`src/rtl/sseg_pkg.sv`:
```
// Shared types and constants for the seven-segment scan controller.
// The optional dimming feature is enabled with the SSEG_DIM_EN macro.
package sseg_pkg;

  localparam int NUM_DIGITS = 4;

  typedef logic [7:0] seg_t;

  localparam seg_t       SEG_BLANK = 8'hFF;
  localparam logic [3:0] LDSEL_OFF = 4'hF;

  typedef enum logic [1:0] {
    ST_IDLE  = 2'd0,
    ST_BLANK = 2'd1,
    ST_DRIVE = 2'd2
  } state_e;

  // Active-low digit select: only the addressed digit is pulled low.
  function automatic logic [3:0] ldsel_for(input logic [1:0] idx);
    logic [3:0] sel;
    sel      = LDSEL_OFF;
    sel[idx] = 1'b0;
    return sel;
  endfunction

endpackage

```
`src/rtl/sseg_frame_buf.sv`:
```
// Pending/shadow double buffer: a frame is taken in over a valid/ready port and
// copied to the displayed shadow copy only when the scan logic strobes commit_i.
module sseg_frame_buf
  import sseg_pkg::*;
(
  input  logic       clk_i,
  input  logic       rst_ni,
  input  logic [7:0] seg_n_i [NUM_DIGITS-1:0],
  input  logic       load_i,
  output logic       rdy_o,
  input  logic       commit_i,
  input  logic [1:0] rd_idx_i,
  output logic [7:0] rd_seg_o
);

  logic [7:0] pend_q   [NUM_DIGITS-1:0];
  logic [7:0] shadow_q [NUM_DIGITS-1:0];
  logic       pend_full_q;
  logic       accept;
  logic       take;

  assign rdy_o  = !pend_full_q;
  assign accept = load_i && !pend_full_q;
  // A load and a commit are mutually exclusive: one needs the flag clear, the other set.
  assign take   = commit_i && pend_full_q;

  always_ff @(posedge clk_i) begin
    if (accept) begin
      pend_q <= seg_n_i;
    end
  end

  always_ff @(posedge clk_i or negedge rst_ni) begin
    if (!rst_ni) begin
      pend_full_q <= 1'b0;
      for (int k = 0; k < NUM_DIGITS; k++) begin
        shadow_q[k] <= SEG_BLANK;
      end
    end else begin
      if (accept) begin
        pend_full_q <= 1'b1;
      end else if (take) begin
        pend_full_q <= 1'b0;
      end
      if (take) begin
        shadow_q <= pend_q;
      end
    end
  end

  assign rd_seg_o = shadow_q[rd_idx_i];

endmodule

```
`src/rtl/sseg_scan_ctrl.sv`:
```
// Four-digit seven-segment scan scheduler with per-slot blanking and
// frame-synchronous double-buffered updates; SSEG_DIM_EN adds PWM dimming.
module sseg_scan_ctrl
  import sseg_pkg::*;
#(
  parameter int SLOT_CYCLES  = 50000,
  parameter int BLANK_CYCLES = 500
) (
  input  logic       i_clk,
  input  logic       i_reset_n,
  input  logic       i_en,
  input  logic [7:0] i_seg_n [3:0],
  input  logic       i_load,
  output logic       o_load_rdy,
`ifdef SSEG_DIM_EN
  input  logic [3:0] i_bright,
`endif
  output logic [7:0] o_sseg_n,
  output logic [3:0] o_ldsel,
  output logic       o_frame_start
);

  localparam int              CNT_W      = (SLOT_CYCLES > 1) ? $clog2(SLOT_CYCLES) : 1;
  localparam logic [CNT_W-1:0] CNT_LAST   = CNT_W'(SLOT_CYCLES - 1);
  localparam logic [CNT_W-1:0] BLANK_LAST = CNT_W'(BLANK_CYCLES - 1);

  state_e           state_q, state_d;
  logic [CNT_W-1:0] cnt_q, cnt_d;
  logic [1:0]       idx_q, idx_d;
  logic [7:0]       sseg_q, sseg_d;
  logic [3:0]       ldsel_q, ldsel_d;
  logic             fs_q, fs_d;
  logic             boundary;
  logic             commit;
  logic [7:0]       shadow_seg;
  logic             lit;

  // Last cycle of slot 3 is always in DRIVE because BLANK_CYCLES < SLOT_CYCLES.
  assign boundary = (state_q == ST_DRIVE) && (cnt_q == CNT_LAST) && (idx_q == 2'd3);
  assign commit   = boundary || (state_q == ST_IDLE);

  sseg_frame_buf u_frame_buf (
    .clk_i    (i_clk),
    .rst_ni   (i_reset_n),
    .seg_n_i  (i_seg_n),
    .load_i   (i_load),
    .rdy_o    (o_load_rdy),
    .commit_i (commit),
    .rd_idx_i (idx_q),
    .rd_seg_o (shadow_seg)
  );

  always_comb begin
    state_d = state_q;
    cnt_d   = cnt_q;
    idx_d   = idx_q;
    case (state_q)
      ST_IDLE: begin
        cnt_d = '0;
        idx_d = '0;
        if (i_en) begin
          state_d = ST_BLANK;
        end
      end
      ST_BLANK: begin
        cnt_d = cnt_q + 1'b1;
        if (cnt_q == BLANK_LAST) begin
          state_d = ST_DRIVE;
        end
      end
      ST_DRIVE: begin
        if (cnt_q == CNT_LAST) begin
          cnt_d   = '0;
          idx_d   = idx_q + 1'b1;
          state_d = ST_BLANK;
        end else begin
          cnt_d = cnt_q + 1'b1;
        end
      end
      default: begin
        state_d = ST_IDLE;
        cnt_d   = '0;
        idx_d   = '0;
      end
    endcase
    // Disable overrides everything so re-enable always restarts at digit 0.
    if (!i_en) begin
      state_d = ST_IDLE;
      cnt_d   = '0;
      idx_d   = '0;
    end
  end

`ifdef SSEG_DIM_EN
  logic [3:0] bright_q;
  logic [3:0] pwm_q, pwm_d;

  always_comb begin
    pwm_d = pwm_q;
    if ((state_q == ST_BLANK) && (cnt_q == BLANK_LAST)) begin
      pwm_d = '0;
    end else if (state_q == ST_DRIVE) begin
      pwm_d = pwm_q + 1'b1;
    end
  end

  assign lit = (pwm_q <= bright_q);

  // Brightness only changes at frame granularity so a frame is never mixed.
  always_ff @(posedge i_clk or negedge i_reset_n) begin
    if (!i_reset_n) begin
      bright_q <= 4'hF;
      pwm_q    <= '0;
    end else begin
      pwm_q <= pwm_d;
      if (boundary || ((state_q == ST_IDLE) && i_en)) begin
        bright_q <= i_bright;
      end
    end
  end
`else
  assign lit = 1'b1;
`endif

  always_comb begin
    sseg_d  = SEG_BLANK;
    ldsel_d = LDSEL_OFF;
    if ((state_q == ST_DRIVE) && lit) begin
      sseg_d  = shadow_seg;
      ldsel_d = ldsel_for(idx_q);
    end
    fs_d = (state_q == ST_BLANK) && (cnt_q == '0) && (idx_q == 2'd0);
  end

  always_ff @(posedge i_clk or negedge i_reset_n) begin
    if (!i_reset_n) begin
      state_q <= ST_IDLE;
      cnt_q   <= '0;
      idx_q   <= '0;
      sseg_q  <= SEG_BLANK;
      ldsel_q <= LDSEL_OFF;
      fs_q    <= 1'b0;
    end else begin
      state_q <= state_d;
      cnt_q   <= cnt_d;
      idx_q   <= idx_d;
      sseg_q  <= sseg_d;
      ldsel_q <= ldsel_d;
      fs_q    <= fs_d;
    end
  end

  assign o_sseg_n      = sseg_q;
  assign o_ldsel       = ldsel_q;
  assign o_frame_start = fs_q;

endmodule

```
`config.mk`:
```
export PLATFORM = sky130hd
export DESIGN_NAME = sseg_scan_ctrl
export DESIGN_NICKNAME = d
export VERILOG_FILES = /design/src/rtl/sseg_pkg.sv /design/src/rtl/sseg_frame_buf.sv /design/src/rtl/sseg_scan_ctrl.sv
export SDC_FILE = /design/constraint.sdc
export NUM_CORES = 1
export LEC_CHECK = 0
export BUFFER_PORTS_ARGS = -buffer_cell sky130_fd_sc_hd__buf_4
export CAP_MARGIN = 0
export CORE_ASPECT_RATIO = 0.75
export CORE_MARGIN = 2
export CORE_UTILIZATION = 55
export DETAILED_ROUTE_END_ITERATION = 16
export GPL_TIMING_DRIVEN = 0
export PLACE_DENSITY_LB_ADDON = 0.2
export SLEW_MARGIN = 5
export SYNTH_ARGS = -nofsm -noshare
export SYNTH_HDL_FRONTEND = slang
export SYNTH_SLANG_ARGS = --single-unit
```
`constraint.sdc`:
```
create_clock -name i_clk -period 3.7 [get_ports i_clk]
set_input_delay 0.74 -clock i_clk [delete_from_list [all_inputs] [get_ports i_clk]]
set_output_delay 0.74 -clock i_clk [all_outputs]
set_load 0.005 [all_outputs]
```
==> results_dict.tcl, run 1 <==
set metrics [dict create \
    cts_max_level 3 \
    io_buffers 49 \
    final-hold-violation-count 0 \
    synth_area_per_cell_sq_um 11.6 \
    power.density_nw_per_um2 766 \
    drive_gt1_share_pct 34.4 \
    fp.coreArea_sq_um 8420 \
    first_global_vias 3236 \
    met1Wirelength_mm 4.52 \
    multi_input_area_sq_um 1910 \
    worstMarginPinSlew_ns 0.924 \
    fin_worst_skew_ns 0.00883 \
    ctsHoldBuffers 0 \
    netlist-cell-type-count 44 \
    p_int_mw 2.85 \
    io_pins 50 \
    wl_per_cell_um 16.7 \
    grt_pass1_wl_mm 16.5 \
    setup_viol 0 \
    synth_top_cells_by_count "nand2_1, dfstp_2, edfxtp_1" \
    start_util_pct 56.5 \
    status "completed" \
    wl_met2_mm 4.35 \
    p_sw_mw 1.43 \
    cts_made_buffers 9 \
    cts_resized 0 \
    drtAntennaViolNets 0 \
    slew_viol_final 0 \
    die_h_um 84.5 \
    required_ns 2.96 \
    via_per_inst 5.56 \
    post-cts-setup-buffers 0 \
    netlist_instances 409 \
    leakagePower_nw 2.12 \
    gp_congestion 0.803 \
    chipWidth_um 111 \
    ys_seq_area_share_pct 56.1 \
    synthTopCellsByArea "dfstp_2, edfxtp_1, dfrtp_1" \
    wl_met3_um 677 \
    nets 515 \
    die_area_sq_um 9420 \
    setup_tns_ns 0 \
    cts_tree "built" \
    netlist.area_leader.share_pct 24.3 \
    path_max_fanout 10 \
    start_kind "flop" \
    syn2layout_area_growth_pct 17.5 \
    gr-total-overflow 0 \
    path_clk_slew_ns 0.07 \
    yosysMostFrequentCell "nand2_1" \
    vias 3242 \
    clock-sinks 98 \
    regArea_sq_um 2670 \
    syn_area_sq_um 4760 \
    async_flop_share_pct 67.3 \
    max_slew_margin_pct 38.3 \
    min_period_ns 2.54 \
    grt_setup_unrepaired "no" \
    switching_share_pct 33.4 \
    fin_crit_sh_pct 68.7 \
    synth-seq-cells 98 \
    nFillCells 619 \
    holdCritPathClass "input pin to asynchronous set/reset pin" \
    p_clk_share_pct 23.3 \
    drt-pass1-iter-count 4 \
    synth_warnings 0 \
    crit_path_end_kind "primary output" \
    drv_cap 0 \
    p_total_mw 4.28 \
    power_frac_comb_pct 34.7 \
    routed_wl_mm 9.72 \
    max_freq_mhz 393 \
    yosys.area.top_type "dfstp_2" \
    p_seq_share_pct 42.1 \
    dominantRegCellSynth "dfstp_2" \
    topRoutingLayerUsed "met4" \
    first_iter_violations 225 \
    critical_path_class "flop to primary output" \
    clkLatencyLatePin_ns 0.35 \
    grt_util_all_layers_pct 22.8 \
    grt_max_degree 67 \
    clock_path_buffers 2 \
    drcViolationCount 0 \
    cts_root_buf "clkbuf_16" \
    syn_nets 455 \
    rows 29 \
    dpl.hpwl_mm 6.65 \
    critical_path_arrival_ns 1.80 \
    irDropWorstVdd_mv 0.534 \
    synth_edf_count 32 \
    grt_antenna_before_repair 1 \
]
metal layers:
layer	global-route usage, %	vias to the layer above
met5	0	-
met4	8.98	0
met3	7.00	16
met2	33.3	84
met1	32.4	1582
li1	-	1560
worst paths after layout:
kind / cells past startpoint / slack, ns / start / end
max reg2reg: 5 / 1.40 / cnt_q[12] / u_frame_buf.shadow_q[7]
max in group asynchronous: 1 / 2.66 / i_reset_n / o_frame_start
max: 4 / 1.16 / u_frame_buf.pend_full_q / o_load_rdy
min in group i_clk: 2 / 0.50 / u_frame_buf.shadow_q[16] / u_frame_buf.shadow_q[16]
min: 1 / 0.50 / i_reset_n / idx_q[0]
min reg2reg: 2 / 0.50 / u_frame_buf.shadow_q[16] / u_frame_buf.shadow_q[16]
cell usage in the layout (no fill, tap or decap), drive strengths merged, types with 2 or more instances in the layout:
master / Yosys / final
dfrtp: 22 / 22
nand2b: 8 / 8
dfstp: 44 / 44
or4: 2 / 2
nor2b: 26 / 26
mux2i: 2 / 2
mux4: 8 / 8
nand2: 74 / 74
o21ai: 34 / 34
nand3: 6 / 6
xnor2: 13 / 13
edfxtp: 32 / 32
o211ai: 33 / 33
clkbuf: 15 / 25
nor3: 4 / 4
nor2: 23 / 23
clkinvlp: 0 / 2
ha: 10 / 10
nand4: 6 / 6
inv: 11 / 12
nor4: 6 / 6
bufinv: 0 / 2
buf: 8 / 57
and2b: 8 / 8
state kept, by name, indices dropped and copies added, names as in the netlist:
| name | count |
|---|---|
| cnt_q | 16 |
| idx_q | 2 |
| o_frame_start | 1 |
| o_ldsel | 4 |
| o_sseg_n | 8 |
| state_q | 2 |
| u_frame_buf.pend_full_q | 1 |
| u_frame_buf.pend_q | 32 |
| u_frame_buf.shadow_q | 32 |
worst max-delay path, cell delays in order (launching register included):
cell and delay, ns:
dfrtp_1 0.36, clkbuf_1 0.22, inv_1 0.20, clkbuf_1 0.47, buf_4 0.21
power groups by stage:
stage               clock (mW)  combinational, mW  sequential [mW]
floorplan                    0               1.13             1.72
global placement             0               1.42             1.80
detailed placement           0               1.48             1.81
CTS                       1.01               1.50             1.80
global route              1.06               1.66             1.84
finish                   0.996               1.48             1.80
cell families after synthesis:
group / after synthesis / share of synthesized area [%]
simple gates: 167 / 17.9
compound gates: 75 / 12.8
xor+xnor: 14 / 2.58
fa+ha+maj: 10 / 2.63
buf+inv: 35 / 3.87
flops: 98 / 56.1
mux: 10 / 4.21
stage by stage:
stage / std cells / setup WS (ns) / util (%) / cell area, sq um / hold slack, ns
finish: 583 / 1.16 / 66.4 / 5590 / 0.502
global placement: 566 / 0.365 / 62.5 / 5260 / 0.486
CTS: 582 / 1.14 / 66.3 / 5590 / 0.500
global route: 582 / 0.996 / 66.3 / 5590 / 0.524
detailed placement: 566 / 1.47 / 62.6 / 5270 / 0.491
floorplan: 409 / 1.05 / - / 4760 / 0.444
final cells by class:
cell class / count / share of cell area (%)
clock inverter: 6 / 1.59
sequential: 98 / 47.7
multi-input combinational: 276 / 34.2
inverter: 11 / 0.739
timing repair buffer: 49 / 6.58
antenna: 1 / 0.0448
buffer: 24 / 2.55
tap: 108 / 2.42
clock buffer: 10 / 4.10
(Power assumes the default switching activity.)
==> run 2, diff against run 1 <==
--- a/config.mk
+++ b/config.mk
@@ -9,7 +9,7 @@
 export CAP_MARGIN = 0
 export CORE_ASPECT_RATIO = 0.75
 export CORE_MARGIN = 2
-export CORE_UTILIZATION = 55
+export CORE_UTILIZATION = 53
 export DETAILED_ROUTE_END_ITERATION = 16
 export GPL_TIMING_DRIVEN = 0
 export PLACE_DENSITY_LB_ADDON = 0.2
==> constraint.sdc (replaced) <==
create_clock -name i_clk -period 2.1 [get_ports i_clk]
set_input_delay 0.42 -clock i_clk [delete_from_list [all_inputs] [get_ports i_clk]]
set_output_delay 0.42 -clock i_clk [all_outputs]
set_load 0.005 [all_outputs]
==> run 2 against run 1 <==
- the run now ends with setup timing left
- sequential cell count stayed put
- total power is 73% higher
- non-clock buffer count is 6 higher
- worst hold slack worse by 0.32 ns
- first-iteration DRC count is 30% lower
- sequential share of layout area is 0.57 points lower
- clock-buffer cell count is 3 higher
- clock skew is 0.0010 ns lower
- final cell count is 0.86% higher
- critical endpoint is now cnt_q[14]
- largest power group unchanged
==> results_dict.tcl, run 2 (same netlist as run 1, synthesis figures left out) <==
set metrics [dict create \
    dpl.hpwl_mm 6.54 \
    chipWidth_um 113 \
    clock_path_buffers 2 \
    first_iter_violations 158 \
    drt-pass1-iter-count 4 \
    place_inst 566 \
    cts_root_buf "clkbuf_16" \
    io_pins 50 \
    worstMarginPinSlew_ns 0.956 \
    critical_path_arrival_ns 2.35 \
    grt_max_degree 67 \
    status "complete, but fails checks" \
    grt_use_met3_pct 5.72 \
    max_slew_margin_pct 36.1 \
    power_frac_comb_pct 36.5 \
    drtAntennaViolNets 0 \
    slew_viol_final 0 \
    p_total_mw 7.41 \
    final_cell_mix "nand2_1, buf_4, dfstp_2, edfxtp_1, nor2b_1" \
    syn2layout_area_growth_pct 18.9 \
    power.density_nw_per_um2 1310 \
    nFillCells 629 \
    leakagePower_nw 2.15 \
    p_int_mw 4.87 \
    grt_antenna_before_repair 0 \
    stdcell_area_sq_um 5660 \
    critical_path_class "flop to flop" \
    drcViolationCount 0 \
    gp_congestion 0.794 \
    grt_pass1_wl_mm 16.3 \
    final-hold-violation-count 0 \
    vias 3268 \
    nets 521 \
    p_sw_mw 2.54 \
    path_max_fanout 10 \
    cts_made_buffers 9 \
    die_h_um 86.0 \
    start_kind "flop" \
    r2r-start "cnt_q[13]" \
    worst_slack_ns -0.0124 \
    met2_usage_pct 32.3 \
    io_buffers 49 \
    gr-total-overflow 0 \
    fin_crit_sh_pct 101 \
    p_seq_share_pct 43.2 \
    drive_gt1_share_pct 38.3 \
    path_clk_slew_ns 0.06 \
    grt_setup_unrepaired "yes" \
    r2r_setup_slack_ns -0.01 \
    setup_viol 16 \
    max_freq_mhz 473 \
    switching_share_pct 34.2 \
    grt_util_all_layers_pct 21.7 \
    placed_cell_area_sq_um 5270 \
    instances_no_fill 588 \
    clock-sinks 98 \
    start_util_pct 55.3 \
    p_clk_share_pct 20.3 \
    final_common_cell "nand2_1" \
    n_antenna_cell 0 \
    die_area_sq_um 9760 \
    crit_path_end_kind "flop" \
    min_period_ns 2.11 \
    fp.coreArea_sq_um 8600 \
    gr-usage-met1_pct 31.7 \
    grt-busiest-layer "met2" \
    rr_worst_depth 5 \
    holdCritPathClass "input pin to asynchronous set/reset pin" \
    regToRegEndpoint "cnt_q[14]" \
    clkLatencyLatePin_ns 0.35 \
    routed_wl_mm 9.80 \
    rows 29 \
    irDropWorstVdd_mv 0.713 \
    final_util_pct 65.8 \
    required_ns 2.34 \
    cts_tree "built" \
    drv_cap 0 \
    wl_per_cell_um 16.7 \
    ctsHoldBuffers 0 \
    largestRegisters "u_frame_buf.pend_q: 32 flops, u_frame_buf.shadow_q: 32 flops, cnt_q: 16 flops" \
    via_per_inst 5.56 \
    violations "setup timing" \
    cts_max_level 3 \
    fin_worst_skew_ns 0.00781 \
    first_global_vias 3168 \
    worst_hold_slack_ns 0.182 \
]
run 2: cell count changes in the layout (fill, tap and decap cells not counted), sizes merged:
cell and delta:
clkinv +1, diode -1, buf +6, bufinv -2
inv -1, clkinvlp -1, clkbuf +3
run 2: critical path: stages (launching register included):
cell      delay (ns)
dfrtp_1         0.37
or4_4           0.58
o41a_1          0.52
o211ai_4        0.29
buf_6           0.18
nor2_1          0.06
run 2: final cells by class:
class	count	area, sq um	area share [%]
Inverter	11	41.3	0.730
Sequential cell	98	2670	47.2
Timing Repair Buffer	56	428	7.57
Clock inverter	3	16.3	0.288
Multi-Input combinational cell	276	1980	34.9
Clock buffer	13	250	4.42
Buffer	23	141	2.50
Tap cell	108	135	2.39
run 2: per-stage QoR:
step / setup WS, ns / setup TNS (ns)
after floorplan: 0.0474 / 0
after global routing: -0.0900 / -2.19
after CTS: -0.00706 / -0.0122
after detailed placement: -0.170 / -4.83
final: -0.0124 / -0.0772
after global placement: -0.140 / -8.20
run 2: timing repair:
| item | 4_1_cts | 5_1_grt |
|---|---|---|
| resized for setup | 5 | 16 |
| pin swaps | 4 | 1 |
| setup buffers | 7 | 0 |
| endpoints found under the setup margin | 47 | 49 |
run 2: routing by layer:
metal | share of wire, % | up-vias | routed length, um
met4 | 0.89 | 0 | 87
met1 | 49 | 1617 | 4850
met2 | 45 | 73 | 4370
met3 | 5.1 | 8 | 503
met5 | 0 | - | 0
li1 | - | 1570 | -
run 2: worst max path at each step:
stage,from,endpoint,cells after the start
3_5_place_dp,cnt_q[12],cnt_q[7],5
2_1_floorplan,cnt_q[12],u_frame_buf.shadow_q[10],5
3_3_place_gp,u_frame_buf.pend_full_q,u_frame_buf.pend_q[1],2
5_1_grt,cnt_q[13],u_frame_buf.shadow_q[27],5
6_report,cnt_q[13],cnt_q[14],5
4_1_cts,cnt_q[13],u_frame_buf.shadow_q[31],5
run 2: power by group through the flow:
stage,combinational [mW],clock [mW],sequential (mW)
after floorplan,2.00,0,3.03
after global placement,2.52,0,3.17
after detailed placement,2.62,0,3.19
after CTS,2.66,1.53,3.19
after global routing,2.98,1.61,3.26
final,2.70,1.50,3.21
